<file path="src/rtl/dbus_uncached_responder.sv">
// dbus_uncached_responder: services one uncached core load/store at a time on a req/gnt memory port.
// Posted writes are tracked by an outstanding counter; reads wait for it to drain.
module dbus_uncached_responder #(
    parameter int POSTED_WRITE       = 1,
    parameter int MAX_OUTSTANDING_WR = 4,
    parameter int ADDR_WIDTH         = 32
) (
    input  logic                  clk,
    input  logic                  rst,
    input  logic                  dbus_read,
    input  logic                  dbus_write,
    input  logic [ADDR_WIDTH-1:0] dbus_address,
    input  logic [31:0]           dbus_wrdata,
    input  logic [3:0]            dbus_byteenable,
    output logic                  dbus_stall,
    output logic [31:0]           dbus_rddata,
    output logic                  mem_req,
    output logic                  mem_we,
    output logic [ADDR_WIDTH-1:0] mem_addr,
    output logic [31:0]           mem_wdata,
    output logic [3:0]            mem_be,
    input  logic                  mem_gnt,
    input  logic                  mem_rvalid,
    input  logic [31:0]           mem_rdata,
    input  logic                  mem_bvalid
);

    typedef enum logic [2:0] {IDLE, DRAIN, REQ, WAIT, DONE} state_t;

    state_t      state;
    logic [3:0]  wr_cnt;
    logic [31:0] rddata_q;
    logic        wr_inc;
    logic        wr_dec;
    logic        cnt_drained;
    logic        cnt_room;

    assign dbus_stall  = (dbus_read | dbus_write) & (state != DONE);
    assign dbus_rddata = rddata_q;

    // A stray bvalid with nothing outstanding is dropped rather than wrapping the counter.
    assign wr_inc      = (state == REQ) & mem_gnt & mem_we;
    assign wr_dec      = mem_bvalid & (wr_cnt != 4'd0);
    assign cnt_drained = (wr_cnt == 4'd0) | ((wr_cnt == 4'd1) & wr_dec & ~wr_inc);
    assign cnt_room    = wr_cnt < 4'(MAX_OUTSTANDING_WR);

    always_ff @(posedge clk or negedge rst) begin
        if (!rst) begin
            state     <= IDLE;
            wr_cnt    <= 4'd0;
            rddata_q  <= 32'd0;
            mem_req   <= 1'b0;
            mem_we    <= 1'b0;
            mem_addr  <= '0;
            mem_wdata <= 32'd0;
            mem_be    <= 4'd0;
        end else begin
            if (wr_inc && !wr_dec)
                wr_cnt <= wr_cnt + 4'd1;
            else if (wr_dec && !wr_inc)
                wr_cnt <= wr_cnt - 4'd1;
            case (state)
                IDLE: begin
                    if (dbus_read || (dbus_write && cnt_room)) begin
                        mem_we    <= dbus_write;
                        mem_addr  <= dbus_address;
                        mem_wdata <= dbus_wrdata;
                        mem_be    <= dbus_byteenable;
                    end
                    if (dbus_read && wr_cnt != 4'd0) begin
                        state <= DRAIN;
                    end else if (dbus_read || (dbus_write && cnt_room)) begin
                        state   <= REQ;
                        mem_req <= 1'b1;
                    end
                end
                DRAIN: begin
                    if (cnt_drained) begin
                        state   <= REQ;
                        mem_req <= 1'b1;
                    end
                end
                REQ: begin
                    if (mem_gnt) begin
                        mem_req <= 1'b0;
                        state   <= (mem_we && POSTED_WRITE != 0) ? DONE : WAIT;
                    end
                end
                WAIT: begin
                    if (!mem_we && mem_rvalid) begin
                        rddata_q <= mem_rdata;
                        state    <= DONE;
                    end else if (mem_we && cnt_drained) begin
                        state <= DONE;
                    end
                end
                DONE: state <= IDLE;
                default: state <= IDLE;
            endcase
        end
    end

endmodule

</file>
<file path="config.mk">
export PLATFORM = sky130hd
export DESIGN_NAME = dbus_uncached_responder
export DESIGN_NICKNAME = d
export VERILOG_FILES = /design/src/rtl/dbus_uncached_responder.sv
export SDC_FILE = /design/constraint.sdc
export NUM_CORES = 1
export LEC_CHECK = 0
export CORE_ASPECT_RATIO = 0.75
export CORE_MARGIN = 3
export CORE_UTILIZATION = 40
export CTS_BUF_LIST = sky130_fd_sc_hd__clkbuf_4
export CTS_CLUSTER_SIZE = 16
export DETAILED_ROUTE_END_ITERATION = 10
export GPL_TIMING_DRIVEN = 0
export PLACE_DENSITY = 0.86
export SLEW_MARGIN = 20
export SYNTH_ARGS = -nofsm -noshare
export SYNTH_HDL_FRONTEND = slang
export SYNTH_SLANG_ARGS = --single-unit
</file>
<file path="constraint.sdc">
create_clock -name clk -period 5.96 [get_ports clk]
set_clock_uncertainty 0.15 [all_clocks]
set_input_delay 1.192 -clock clk [delete_from_list [all_inputs] [get_ports clk]]
set_output_delay 1.192 -clock clk [all_outputs]
set_load 0.01 [all_outputs]
</file>
### After elaboration in Yosys (flattened, before gate mapping)

Index checks and enable logic that the tools add are counted.
Widths: inputs -> output; s select.

| operators by class | value |
|---|---|
| add/subtract/negate cells | 2 |
| multipliers | 0 |
| div/mod/pow operators | 0 |
| order comparisons | 1 |
| equal/unequal tests | 11 |
| shift-type cells | 0 |
| mux-type cells | 15 |
| bitwise gates (word level) | 9 |
| reduce and logical (&&, ||, !) cells | 19 |

Operator list:

| cell | count |
|---|---|
| $mux 3 | 7 |
| $pmux 3 s4 | 1 |
| $ne 3x3->1 const B | 3 |
| $mux 4 | 2 |
| $ne 2x2->1 const B | 4 |
| $and 1x1->1 | 6 |
| $eq 3x2->1 const B | 2 |
| $logic_and 1x1->1 | 6 |
| $reduce_and 5->1 | 1 |
| $add 4x1->4 const B | 1 |
| $eq 4x1->1 const B | 1 |
| $logic_not 4->1 | 1 |
| $lt 4x3->1 const B | 1 |
| $mux 1 | 4 |
| $reduce_and 2->1 | 2 |
| $reduce_and 4->1 | 1 |
| $reduce_bool 4->1 | 1 |
| $sub 4x1->4 const B | 1 |
| $eq 3x1->1 const B | 1 |
| $logic_not 1->1 | 3 |
| $logic_not 3->1 | 1 |
| $pmux 1 s3 | 1 |
| $reduce_bool 3->1 | 1 |
| $or 1x1->1 | 2 |
| other kinds (3) | 3 |

| storage, ports and cells | value |
|---|---|
| bits in registers | 109 |
| bits in latches | 0 |
| memory bits (writable) | 0 |
| memory bits (read-only) | 0 |
| input port bits | 107 |
| output and inout bits | 103 |
| logic and storage cells | 65 |
| memories kept | 0 |

### Longest topological paths before layout

Gate-level depths: netlist of the first run.

| logic depth | value |
|---|---|
| word-level depth | 10 |
| gate-level depth with buffers | 8 |
| mapped depth without buffers | 8 |

### Least setup slack after synthesis of the first run

No wires, ideal clock.

| timing | value |
|---|---|
| path type | input to register |
| start | input port mem_gnt |
| end | register wr_cnt[3] |
| setup time | 0.079 ns |
| data arrival time | 2.564 ns |
| data required time | 5.731 ns |
| slack | 3.166 ns |
| stages | 6 |
| path buffers | 0 |
| cell sequence | nor2b_1 and3_1 ha_1 or4_1 a21oi_1 xor2_1 |

| between the ends | value |
|---|---|
| word-level cells in the longest chain between the ends | 5 |
| elaborated cells between the ends (all ways) | 7 |
| those cells by class | mux (1); bitwise (2); reduce/logical (4) |

Ends and longest elaborated chain:

| element | line | text |
|---|---|---|
| start, declared | 22 | `input logic mem_gnt,` |
| $and 1x1->1 (*) (2 in series) | 42 | `assign wr_inc = (state == REQ) & mem_gnt & mem_we;` |
| $logic_not 1->1 | 60 | `else if (wr_dec && !wr_inc)` |
| $logic_and 1x1->1 | 60 |  |
| $reduce_bool 2->1 (no source line) | n/a |  |
| end signal, assigned | 59 | `wr_cnt <= wr_cnt + 4'd1;` |
| end signal, assigned | 61 | `wr_cnt <= wr_cnt - 4'd1;` |
| end, declared | 31 | `logic [3:0] wr_cnt;` |

Every way passes the cells marked *; elsewhere a longest branch is shown, timed or not.
A chain may end at the register's enable or synchronous reset.

### Final worst setup path of the first run

| timing | value |
|---|---|
| start | input port dbus_read |
| end | output port dbus_stall |

| between the ends | value |
|---|---|
| word-level cells in the longest chain between the ends | 2 |

Ends and longest elaborated chain:

| element | line | text |
|---|---|---|
| start, declared | 10 | `input logic dbus_read,` |
| $or 1x1->1 | 38 | `assign dbus_stall = (dbus_read \| dbus_write) & (state != DONE);` |
| $and 1x1->1 | 38 |  |
| end, declared | 15 | `output logic dbus_stall,` |

No other way between the ends.

==> summary.md, run 1 <==
| Metric | Value |
|---|---|
| Synth Area in Adders | `0.0114` |
| Fmax | `around 260 MHz` |
| Slowest stage delay, CP | `slightly below 0.6 ns` |
| Post-Syn Nets | `392` |
| Worst Hold Class | `register to register` |
| Synth top area share | `0.623` |
| Hold WS | `around 0.37 ns` |
| Final hold vios | `0` |
| CP delay by family, top | `buffers and inverters` |
| Number of buffers created by CTS | `9` |
| Initial antenna violation count | `1` |
| Final setup viols | `0` |
| Final Util | `0.652` |
| Final HPWL DP | `8.45 mm` |
| Register area share after synthesis | `0.623` |
| I/O pin cnt | `210` |
| Top-count cell post-synth | `dfrtp_1` |
| Crit path buf inv count | `2` |
| Top cells by area, synth | `dfrtp_1 62%, mux2_2 24%, mux2_4 3.4%` |
| Layout cell share with drive strength beyond 1 | `0.266` |
| Stages on the worst setup path | `4` |
| Place WS | `just over 2 ns` |
| Post-route cell area | `6840 sq um` |
| CTS tree | `built` |
| Die Ht | `96.6 microns` |
| Top_reg_cell synth | `dfrtp_1` |
| Via count | `3108` |
| Initial DRC Count | `128` |
| Final nets | `613` |
| Hold depth | `1` |
| M3 GR Usage | `0.0764` |
| Worst Setup Slack, final | `a little over 2 ns` |
| M1 GR Usage | `0.210` |
| # rows | `32` |
| Slew HR | `0.627` |
| Arr. time, crit path | `2.55 ns` |
| Async SR Flop Fraction | `1.00` |
| Slew Viols, Final | `0` |
| Clk buf depth | `2` |
| Yosys top cell by area | `dfrtp_1` |
| Worst setup path endpoint | `dbus_stall` |
| First-pass GRT wire length | `16.9 mm` |
| Compound-Gate Fraction of Synth Area | `0.0269` |
| Fill cell count | `765` |
| Mapped Area | `4380 sq um` |
| Worst Setup Path Type | `input port to output port` |
| Crit-path max FO | `5` |
| Worst path cell trace | `clkdlybuf4s50_1 -> nor2_1 -> a21oi_1 -> clkdlybuf4s50_1` |
| R2r setup slk | `3.55 ns` |
| Final Cycle Share | `0.653` |
| Reg2reg start | `state[0]$_DFFE_PN0P_` |
| Number of vias per cell | `4.83` |
| CTS root buffer | `clkbuf_4` |
| Most instantiated cells after synthesis | `109 x dfrtp_1, 92 x mux2_2, 10 x mux2_4` |
| Largest net degree at the start of global routing | `56` |
| RSZ-0062 raised after global routing | `false` |
| Vias in the first global route | `3341` |
| Setup bufs post-CTS | `0` |
| # placed instances | `between 600 and 700` |
| Post-DR wirelength/cell | `16.8 microns` |
| CTS-repair resized insts | `0` |
| CTS Sinks | `109` |
| Initial Util | `0.417` |
| IO buf count | `209` |
| Critical path origin | `dbus_read` |
| CP Launch Type | `input port` |
| Max IR drop VDD | `0.253 mV` |
| Clk_lat worst skew | `0.43 ns` |
| CTS H-tree lvls | `3` |
| M2 GR Usage | `0.295` |
| Post-Syn Instances | `281` |
| Core area | `roughly 10000 sq um` |
| Synth-to-Final Area Change | `56.4%` |
| Cell Area, Placed | `6670 sq um` |
| RD Place Congestion | `0.873` |
| Die area | `12200 sq um` |
| Non-Filler Instances | `644` |
| Worst R2R End | `wr_cnt[3]$_DFFE_PN0P_` |
| Worst R2R Path Depth | `7` |
| Grt ovf | `0` |
| Pre-Repair DR Iteration Count | `4` |
| WL final | `10.8 mm` |
| Final min period | `roughly 3.9 ns` |
| Netlist cell types | `33` |
| Total global-route track usage | `0.175` |
| Max-capacitance violation count | `0` |
| Post-synthesis area per instance | `around 16 sq um` |
| Power per cell area | `between 500 and 600 nW/um^2` |
| Run status | `completed` |
| Synth warn | `0` |
| FF+latch count, synth | `109` |
| Post-CTS Hold Fix Bufs | `0` |
| Number of enable flip-flop cells after synthesis | `0` |
| Post-synthesis mux area share | `0.273` |
| Critical Path RT | `4.62 ns` |
| Actual slew at the worst max-slew pin | `0.555 ns` |
| Slowest CP cell | `clkdlybuf4s50_1` |
| Largest family of logic cells by synthesized area | `multiplexers` |
| Xor/xnor share of the synthesized area | `0.00801` |
| Detail Route Antenna Nets | `0` |
| Leakage | `2.90 nW` |
| Post-Synth Simple-Gate Area | `0.0346` |
| Most frequent CP cell | `clkdlybuf4s50_1` |
| DRC | `0` |
| Gr busiest metal | `met2` |
| Crit. End Element | `output port` |
| Overall die width | `127 microns` |
| Worst-path clk slew | `0.17 ns` |
==> report_power, final <==
part	switching [mW]	internal (mW)
Combinational	0.664	1.13
Clock	0.248	0.176
Sequential	0.209	1.11
==> kinds of logic (layout without fill, tap and decap cells) <==
logic type | Yosys count | count (layout)
mux | 103 | 103
fa+ha+maj | 4 | 4
xor+xnor | 4 | 4
buf+inv | 17 | 243
simple gates | 27 | 27
flops | 109 | 109
compound gates | 17 | 17
other cells | 0 | 1
==> worst min path at each step <==
| stage | startpoint | end | slack [ns] |
|---|---|---|---|
| 6_report | mem_wdata[30]$_DFFE_PN0P_ | mem_wdata[30]$_DFFE_PN0P_ | 0.37 |
| 5_1_grt | mem_wdata[11]$_DFFE_PN0P_ | mem_wdata[11]$_DFFE_PN0P_ | 0.39 |
| 4_1_cts | mem_wdata[3]$_DFFE_PN0P_ | mem_wdata[3]$_DFFE_PN0P_ | 0.38 |
| 3_5_place_dp | mem_wdata[3]$_DFFE_PN0P_ | mem_wdata[3]$_DFFE_PN0P_ | 0.34 |
| 3_3_place_gp | mem_wdata[31]$_DFFE_PN0P_ | mem_wdata[31]$_DFFE_PN0P_ | 0.34 |
| 2_1_floorplan | wr_cnt[1]$_DFFE_PN0P_ | wr_cnt[1]$_DFFE_PN0P_ | 0.36 |
==> cell type report <==
cell class | count | area [sq um] | area share
inverter | 3 | 11.3 | 0.00165
buffer | 14 | 86.3 | 0.0126
multi-input combinational | 155 | 1550 | 0.227
timing repair buffer | 210 | 2120 | 0.310
sequential | 109 | 2730 | 0.399
tap | 136 | 170 | 0.0249
antenna | 1 | 2.50 | 0.000366
clock buffer | 9 | 67.6 | 0.00988
clock inverter | 7 | 105 | 0.0154
==> through the flow <==
step	total power, mW	TNS [ns]
2_1_floorplan	2.17	0
4_1_cts	3.59	0
6_report	3.54	0
3_3_place_gp	3.08	-48.01
3_5_place_dp	3.15	0
5_1_grt	3.77	0
==> routing by layer <==
layer / share of wire / routed length (microns)
met1: 0.41 / 4420
met2: 0.48 / 5210
met3: 0.10 / 1130
met4: 0.0072 / 78
met5: 0 / 0
==> sequential cells by signal (all words and copies together), names as in the netlist <==
signal	cells
dbus_rddata	32
mem_addr	32
mem_wdata	32
mem_be	4
wr_cnt	4
state	3
mem_req	1
mem_we	1
==> cells in the final DEF, fill, tap and decap left out, types with 2 or more instances in the layout <==
cell,synthesis,layout
clkbuf_4,0,9
buf_2,9,9
inv_1,3,3
xor2_1,3,3
a211o_1,2,2
nor2b_1,3,3
a21oi_1,5,5
clkinv_4,0,2
a31oi_1,2,2
nor4_1,2,2
bufinv_16,0,2
nand2_1,3,3
nand2b_1,2,2
clkdlybuf4s50_1,0,208
clkbuf_1,2,2
nand3b_1,2,2
or4_1,3,3
dfrtp_1,109,109
buf_6,3,4
a211oi_1,2,2
mux2_4,10,10
ha_1,4,4
nor2_1,7,7
mux2_2,92,92
Note: power is estimated with default switching activity, not from simulation.
==> inputs of run 2 (changes only) <==
--- a/config.mk
+++ b/config.mk
@@ -7,7 +7,7 @@
 export LEC_CHECK = 0
 export CORE_ASPECT_RATIO = 0.75
 export CORE_MARGIN = 3
-export CORE_UTILIZATION = 40
+export CORE_UTILIZATION = 38
 export CTS_BUF_LIST = sky130_fd_sc_hd__clkbuf_4
 export CTS_CLUSTER_SIZE = 16
 export DETAILED_ROUTE_END_ITERATION = 10
==> constraint.sdc (replaced) <==
create_clock -name clk -period 3.51 [get_ports clk]
set_clock_uncertainty 0.15 [all_clocks]
set_input_delay 0.702 -clock clk [delete_from_list [all_inputs] [get_ports clk]]
set_output_delay 0.702 -clock clk [all_outputs]
set_load 0.01 [all_outputs]
==> run 2 against run 1 <==
  * Setup slack got worse by 1.4 ns
  * Design area fell by 0.60%
  * Sequential power rose by 69%
  * Count of clock-buffer cells in the layout unchanged
  * Cell count increased by 0.62%
  * Worst hold slack worse by 0.0019 ns
==> summary.md, run 2 (same netlist as run 1, synthesis figures left out) <==
| Metric | Value |
|---|---|
| Via count | `3096` |
| Arr. time, crit path | `2.03 ns` |
| Die Ht | `98.9 microns` |
| Layout cell share with drive strength beyond 1 | `0.264` |
| WL final | `10.6 mm` |
| Critical Path RT | `between 2 and 3 ns` |
| Post-DR wirelength/cell | `16.4 microns` |
| Crit-path max FO | `10` |
| Clk_lat worst skew | `0.44 ns` |
| Diode count | `0` |
| CTS Sinks | `109` |
| Non-Filler Instances | `about 650` |
| RSZ-0062 raised after global routing | `false` |
| Max IR drop VDD | `between 0.3 and 0.4 mV` |
| Slew Viols, Final | `0` |
| Worst Hold Class | `register to register` |
| Worst path cell trace | `clkbuf_1 -> nor2_1 -> a21oi_1 -> clkdlybuf4s50_1` |
| Leakage | `about 2.9 nW` |
| Core area | `11100 sq um` |
| CP delay by family, top | `buffers and inverters` |
| Vias in the first global route | `3307` |
| Worst-path clk slew | `0.16 ns` |
| Hold WS | `0.373 ns` |
| Final Cycle Share | `0.822` |
| # placed instances | `approximately 630` |
| Setup bufs post-CTS | `0` |
| Most frequent cells in the layout | `208 x clkdlybuf4s50_1, 109 x dfrtp_1, 92 x mux2_2` |
| DRC | `0` |
| Final min period | `2.88 ns` |
| Die area | `~13000 sq um` |
| CTS-repair resized insts | `0` |
| # rows | `33` |
| Worst Setup Slack, final | `0.625 ns` |
| Grt ovf | `0` |
| Actual slew at the worst max-slew pin | `about 0.56 ns` |
| Max-capacitance violation count | `0` |
| Largest net degree at the start of global routing | `59` |
| Initial antenna violation count | `0` |
| Crit. End Element | `output port` |
| Slowest CP cell | `clkdlybuf4s50_1` |
| Pre-Repair DR Iteration Count | `4` |
| IO buf count | `209` |
| CTS root buffer | `clkbuf_4` |
| RD Place Congestion | `0.818` |
| CTS H-tree lvls | `3` |
| Register area | `2730 sq um` |
| Final Util | `0.615` |
| Place WS | `0.601 ns` |
| Worst Setup Path Type | `register to output port` |
| Run status | `completed` |
| CTS tree | `built` |
| Commonest non-fill, non-tap cell in the layout | `clkdlybuf4s50_1` |
| Multi-input gate area | `1550 sq um` |
| First-pass GRT wire length | `16.9 mm` |
| Clk buf depth | `2` |
| R2r setup slk | `1.08 ns` |
| Slew HR | `0.625` |
| Power per cell area | `857 nW/um^2` |
| Final setup viols | `0` |
| CP Launch Type | `register` |
| Detail Route Antenna Nets | `0` |
| Initial DRC Count | `70` |
| Final nets | `614` |
| Fill cell count | `881` |
| Fmax | `347 MHz` |
| Final HPWL DP | `roughly 8.4 mm` |
| Slowest stage delay, CP | `around 0.57 ns` |
| Total global-route track usage | `0.166` |
| Tot Pwr | `5.83 mW` |
| Initial Util | `0.395` |
| Crit path buf inv count | `2` |
| I/O pin cnt | `210` |
| Final hold vios | `0` |
| Synth-to-Final Area Change | `55.4%` |
| Overall die width | `130 microns` |
| Number of vias per cell | `4.78` |
| Number of buffers created by CTS | `9` |
[run 2: cell count changes in the layout (fill, tap and decap cells not counted), sizes merged]
cell         change
clkinv           +3
bufinv           -2
diode            -1
dlygate4sd3      +1
inv              -1
[run 2: layer usage]
layer / vias to the layer above / global-route usage / part of all wire
met3: 15 / 0.0677 / 0.093
li1: 1440 / - / -
met1: 1516 / 0.204 / 0.40
met5: - / 0 / 0
met4: 0 / 0.0415 / 0.014
met2: 125 / 0.274 / 0.49
[run 2: metrics by stage]
stage	cell area [sq um]	TNS, ns
2_1_floorplan	4380	0
3_3_place_gp	6640	-264.66
3_5_place_dp	6670	0
4_1_cts	6790	0
5_1_grt	6800	0
6_report	6800	0
[run 2: final timing paths]
| kind | start | end | depth (start not counted) |
|---|---|---|---|
| worst max-delay path | state[0]$_DFFE_PN0P_ | dbus_stall | 4 |
| worst min-delay path | mem_wdata[13]$_DFFE_PN0P_ | mem_wdata[13]$_DFFE_PN0P_ | 1 |
| worst max register to register | state[0]$_DFFE_PN0P_ | wr_cnt[3]$_DFFE_PN0P_ | 7 |
| worst min register to register | mem_wdata[13]$_DFFE_PN0P_ | mem_wdata[13]$_DFFE_PN0P_ | 1 |
| max in group asynchronous | rst | dbus_rddata[10]$_DFFE_PN0P_ | 3 |
| min in group asynchronous | rst | mem_addr[22]$_DFFE_PN0P_ | 2 |
[run 2: cell type report]
class / instances / area share
Sequential cell: 109 / 0.401
Timing Repair Buffer: 211 / 0.313
Multi-Input combinational cell: 155 / 0.228
Tap cell: 140 / 0.0258
Buffer: 14 / 0.0127
Clock buffer: 9 / 0.00994
Clock inverter: 7 / 0.00754
Inverter: 3 / 0.00166
[run 2: repair_timing]
| action | 4_1_cts | 5_1_grt |
|---|---|---|
| endpoints found under the hold margin | 0 | 3 |
| hold buffers | 0 | 1 |
| endpoints found under the setup margin | 0 | 0 |
[run 2: power by group]
part	switching [mW]	internal [mW]	leakage [nW]
combinational	1.12	1.91	1.52
sequential	0.341	1.89	1.30
clock	0.410	0.149	0.0639
